$ cat src/rtl/fetch_unit.sv
// Instruction fetch unit: issues one instruction-memory read at a time and holds the
// returned word for a valid/ready consumer, discarding responses that a redirect overtook.
module fetch_unit #(
  parameter int ADDR_WIDTH  = 12,
  parameter int INSTR_WIDTH = 16
) (
  input  logic                   clk,
  input  logic                   rst_n,
  input  logic                   fetch_en,
  input  logic [ADDR_WIDTH-1:0]  pc_in,
  output logic                   pc_inc,
  input  logic                   redirect,
  output logic                   imem_req,
  output logic [ADDR_WIDTH-1:0]  imem_addr,
  input  logic                   imem_ack,
  input  logic [INSTR_WIDTH-1:0] imem_rdata,
  output logic                   instr_valid,
  input  logic                   instr_ready,
  output logic [INSTR_WIDTH-1:0] instr_out,
  output logic [ADDR_WIDTH-1:0]  instr_pc
);

  typedef enum logic [1:0] {
    S_IDLE,
    S_REQ,
    S_HOLD
  } state_e;

  state_e                 r_state;
  state_e                 w_next_state;
  logic                   r_flush_pending;
  logic [ADDR_WIDTH-1:0]  r_addr;
  logic [INSTR_WIDTH-1:0] r_instr_out;
  logic [ADDR_WIDTH-1:0]  r_instr_pc;

  logic w_load_addr;
  logic w_capture;
  logic w_set_flush;
  logic w_clr_flush;

  // NOTE: sequential state uses non-blocking assignments so every register samples
  // the pre-edge values of the others, independent of statement order.
  always_ff @(posedge clk or negedge rst_n) begin
    if (!rst_n) begin
      r_state         <= S_IDLE;
      r_flush_pending <= 1'b0;
      r_addr          <= '0;
      r_instr_out     <= '0;
      r_instr_pc      <= '0;
    end else begin
      r_state <= w_next_state;
      if (w_load_addr) r_addr <= pc_in;
      if (w_capture) begin
        r_instr_out <= imem_rdata;
        r_instr_pc  <= r_addr;
      end
      if (w_clr_flush)      r_flush_pending <= 1'b0;
      else if (w_set_flush) r_flush_pending <= 1'b1;
    end
  end

  // NOTE: the default assignment at the top of each always_comb guarantees every
  // path assigns the signal, so no latch can be inferred.
  always_comb begin
    w_next_state = r_state;
    case (r_state)
      S_IDLE: if (fetch_en && !redirect) w_next_state = S_REQ;
      S_REQ: begin
        // A response overtaken by a redirect (now or earlier) is dropped.
        if (imem_ack) w_next_state = (redirect || r_flush_pending) ? S_IDLE : S_HOLD;
      end
      S_HOLD: begin
        if (redirect)         w_next_state = S_IDLE;
        else if (instr_ready) w_next_state = fetch_en ? S_REQ : S_IDLE;
      end
      default: w_next_state = S_IDLE;
    endcase
  end

  always_comb begin
    imem_req    = (r_state == S_REQ);
    instr_valid = (r_state == S_HOLD);
    w_capture   = imem_req && imem_ack && !redirect && !r_flush_pending;
    pc_inc      = w_capture;
    // The address is latched whenever a new request is about to start.
    w_load_addr = (w_next_state == S_REQ) && (r_state != S_REQ);
    w_set_flush = imem_req && redirect && !imem_ack;
    w_clr_flush = imem_req && imem_ack;
  end

  assign imem_addr = r_addr;
  assign instr_out = r_instr_out;
  assign instr_pc  = r_instr_pc;

endmodule

$ cat config.mk
export PLATFORM = sky130hd
export DESIGN_NAME = fetch_unit
export DESIGN_NICKNAME = d
export VERILOG_FILES = /design/src/rtl/fetch_unit.sv
export SDC_FILE = /design/constraint.sdc
export NUM_CORES = 1
export LEC_CHECK = 0
export ABC_AREA = 1
export CELL_PAD_IN_SITES_DETAIL_PLACEMENT = 2
export CELL_PAD_IN_SITES_GLOBAL_PLACEMENT = 2
export CORE_MARGIN = 2
export CORE_UTILIZATION = 26
export DETAILED_ROUTE_END_ITERATION = 16
export PLACE_DENSITY = 0.83
export REMOVE_ABC_BUFFERS = 1
export SLEW_MARGIN = 10
export SYNTH_ARGS = -nofsm -noshare
export SYNTH_HDL_FRONTEND = slang
export SYNTH_SLANG_ARGS = --single-unit
$ cat constraint.sdc
create_clock -name clk -period 3.15 [get_ports clk]
set_input_delay 0.315 -clock clk [delete_from_list [all_inputs] [get_ports clk]]
set_output_delay 0.315 -clock clk [all_outputs]
set_load 0.005 [all_outputs]
-- Word-level counts from Yosys, hierarchy flattened
Index checks and enable logic that the tools add are counted.
- input port bits: 34
- output and inout port bits: 43
- register bits: 43
- equality and inequality tests: 4
- reduce and logical (&&, ||, !) cells: 13
- muxes and demuxes: 9
- operator list (operator ; number):
    2-bit 2-to-1 mux ; 5
    1-bit logical AND ; 7
    2-bit case mux with 3 select lines ; 1
    2-bit by 1-bit equality test with 1-bit output (second input constant) ; 2
    1-bit logical NOT ; 3
    1-bit 2-to-1 mux ; 3
    2-bit equality test (second input constant) ; 1
    2-bit logical NOT ; 1
    2-bit by 1-bit != test with 1-bit output (second input constant) ; 1
    2-bit nonzero test ; 1
    1-bit logical OR ; 1

-- Longest topological paths before layout
- depth in word-level cells: 6
- depth in mapped cells: 7
- mapped depth without buffers: 5

-- Least setup slack after synthesis
No wires, ideal clock.
- kind: reg2out
- start: reg r_state[0]
- end: out pc_inc
- buffers on the path: 1
- setup slack: 1941 ps
- arrival time: 894 ps
- cell stages (with the launch flop): 6
- data required time: 2835 ps
- path through: dfrtp_1 inv_1 nor2_4 nand3_2 buf_6 inv_2
- cells in the longest elaborated chain, start to end: 4
- RTL lines (item ; RTL line ; source):
    from (decl) ; 29 ; state_e r_state;
    from (signal assigned) ; 51 ; r_state <= w_next_state;
    2-bit by 1-bit equality test with 1-bit output ; 81 ; imem_req = (r_state == S_REQ);
    net imem_req ; 13 ; output logic imem_req,
    1-bit logical AND (3 in a row) ; 83 ; w_capture = imem_req && imem_ack && !redirect && !r_flush_pending;
    to (decl) ; 11 ; output logic pc_inc,
The timed path passes the listed nets, and every way through them passes these cells.

-- Final worst setup path
- start: reg r_state[0]
- end: out pc_inc
- cells in the longest elaborated chain, start to end: 4
- RTL lines (item ; RTL line):
    2-bit by 1-bit equality test with 1-bit output ; 81
    1-bit logical AND (3 in a row) ; 83
No other way between the ends.

==> summary.md <==
| Metric | Value |
|---|---|
| Status | `finished clean` |
| CTS H-tree depth | `2` |
| Most frequent cells in the layout | `nand2_1, clkdlybuf4s50_1, dfrtp_1` |
| CP Max Fanout | `6` |
| Number of port buffers | `76` |
| R2r worst-path depth | `5` |
| Drt pass-1 iters | `4` |
| Area Overhead vs Synth | `47.4%` |
| Final HPWL DP | `3.98 mm` |
| Hold-fix buffers, CTS | `0` |
| CP max stage delay | `0.49 ns` |
| Cts bufs inserted | `5` |
| CTS max path bufs | `2` |
| WL per Instance | `15.8 µm` |
| Initial antenna violation count | `0` |
| PnR worst setup slack | `1.13 ns` |
| Sequential area share after synthesis | `57.7%` |
| Post-CTS resize count | `0` |
| CP endpoint kind | `output port` |
| CP Cell Sequence | `inv_1 > nor2_4 > nand3_2 > inv_2 > clkdlybuf4s50_1` |
| Top Ports | `77` |
| Syn avg cell area | `9.37 µm²` |
| RSZ-0062 raised after global routing | `no` |
| Ranking of synthesized cells by area | `dfrtp_1, nand2_1, nand3_2, nand3_1, nand4_1` |
| F_max | `496 MHz` |
| All-Layer GR Usage | `16.1%` |
| Final hold vios | `0` |
| Final min period | `2.02 ns` |
| Crit path DAT | `1.70 ns` |
| DRC | `0` |
| Setup crit start | `r_state[0]$_DFF_PN0_` |
| Hold Crit Class | `input port to async pin` |
| DR iter-0 viols | `40` |
| Worst slew margin | `33.7%` |
| Area of the core | `6870 µm²` |
| Mapped Cells | `199` |
| Die X-Extent | `88.7 µm` |
| Final setup fails | `0` |
| Commonest non-fill, non-tap cell in the layout | `nand2_1` |
| Worst skew pair latency | `0.30 ns` |
| Die height | `88.7 µm` |
| Setup TNS | `0 ns` |
| Actual slew at the worst max-slew pin | `0.994 ns` |
| Clock sink total | `43` |
| Fin nets | `306` |
| Final wirelength | `5.82 mm` |
| Vias in the first global route | `1841` |
| Share of the synthesized area in the top cell type | `57.7%` |
| Post-detailed-route count of antenna-violating nets | `0` |
| Critical Path Start Type | `flop` |
| Diode count | `0` |
| Via-to-Cell Ratio | `4.48` |
| Worst path required time | `2.83 ns` |
| Setup WS pre-CTS | `1.12 ns` |
| Clk_skew | `0.00945 ns` |
| Worst r2r src | `r_state[1]$_DFF_PN0_` |
| Synthesized cell area | `1870 µm²` |
| Post-CTS Setup Bufs | `0` |
| WS Path Type | `flop to output port` |
| RD Place Congestion | `0.791` |
| Root Driver | `clkbuf_8` |
| Num rows | `30` |
| Pins Over Slew Limit | `0` |
| CP endpoint | `pc_inc` |
| Leakage power | `1.29 nW` |
| Via count | `1654` |
| Library cells used by synthesis | `16` |
| Final period utilization | `64.1%` |
| Global-route wire length before repair | `9.52 mm` |
| DIE AREA | `7870 µm²` |
| Ratio of cells with drive above 1 in the final layout | `10.3%` |
| Reg2Reg Setup Slack | `1.47 ns` |
| Yosys warns | `0` |
| CTS tree | `done` |
| Number of synthesized register bits | `43` |
| Starting Density | `27.2%` |
| Largest net degree at the start of global routing | `44` |
| Peak VDD IR | `0.180 mV` |
| P per Cell Area | `724 nW/µm²` |
| Reg clk slew, reported paths | `0.08 ns` |
| Slowest cell on the critical path | `clkdlybuf4s50_1` |
| Overflow after GRT | `0` |
| Worst R2R End | `instr_out[3]$_DFFE_PN0P_` |
| Max-Cap Viols | `0` |
| Synth area leader | `dfrtp_1` |
| Fin util | `40.0%` |
## cells by family after synthesis
kind of cell	after synthesis	share of synthesized area (%)
buffers and inverters	20	7.11
flip-flops	43	57.7
AO/OA/AOI/OAI	2	0.537
AND/OR/NAND/NOR	134	34.7
## sequential cells by signal, summed over array words and instances (netlist names)
name             count
instr_out           16
imem_addr           12
instr_pc            12
r_state              2
r_flush_pending      1
## worst min-delay path by stage
stage / startpoint / end / slack [ns] / depth (start not counted)
global route: rst_n / instr_out[8]$_DFFE_PN0P_ / 0.25 / 1
finish: rst_n / instr_out[8]$_DFFE_PN0P_ / 0.19 / 1
detailed placement: instr_pc[7]$_DFFE_PN0P_ / instr_pc[7]$_DFFE_PN0P_ / 0.47 / 2
floorplan: rst_n / imem_addr[0]$_DFFE_PN0P_ / 0.02 / 0
global placement: instr_pc[10]$_DFFE_PN0P_ / instr_pc[10]$_DFFE_PN0P_ / 0.46 / 2
CTS: rst_n / instr_out[3]$_DFFE_PN0P_ / 0.23 / 1
## report_power, final
part | internal [W] | leakage, nW | switching (W)
clock network | 0.000156 | 0.0422 | 0.000191
registers | 0.000755 | 0.543 | 0.000132
logic | 0.000465 | 0.708 | 0.000293
## layer usage
metal	routed length, µm	GRT usage, %	share of wire, %	up-vias
met2	2970	28.2	51	50
met3	320	3.45	5.5	4
met1	2470	19.9	42	818
met5	0	0	0	-
li1	-	-	-	782
met4	56	4.55	0.96	0
## area by class of cell
cell class	instances	area, µm²
Fill cell	766	4120
Clock inverter	1	5.00
Sequential cell	43	1080
Timing Repair Buffer	79	778
Inverter	7	26.3
Tap cell	96	120
Multi-Input combinational cell	136	667
Clock buffer	7	76.3
## synthesized netlist by cell type
master and instances:
nand3_2 12, nand4_1 12, buf_2 4, nand3_1 19, buf_6 4, buf_8 1, clkbuf_1 1, a21oi_1 2
nor2_2 3, dfrtp_1 43, buf_4 3, inv_1 5, nor2_1 1, nand2_1 86, inv_2 2, nor2_4 1
## per-stage QoR
step	instance area (µm²)	cells	hold WS, ns	total power [W]
2_1_floorplan	1760	186	0.0194	0.00111
3_3_place_gp	2670	361	0.461	0.00164
3_5_place_dp	2670	361	0.467	0.00168
4_1_cts	2750	369	0.226	0.00203
5_1_grt	2750	369	0.251	0.00215
6_report	2750	369	0.191	0.00199
## critical path: cells and delay by family, from the launching register on
family                 cells  cell delay [ns]
buffers and inverters      3             0.68
DFF                        1             0.47
and+or+nand+nor            2             0.27
Power figures use the tool's default switching activity.
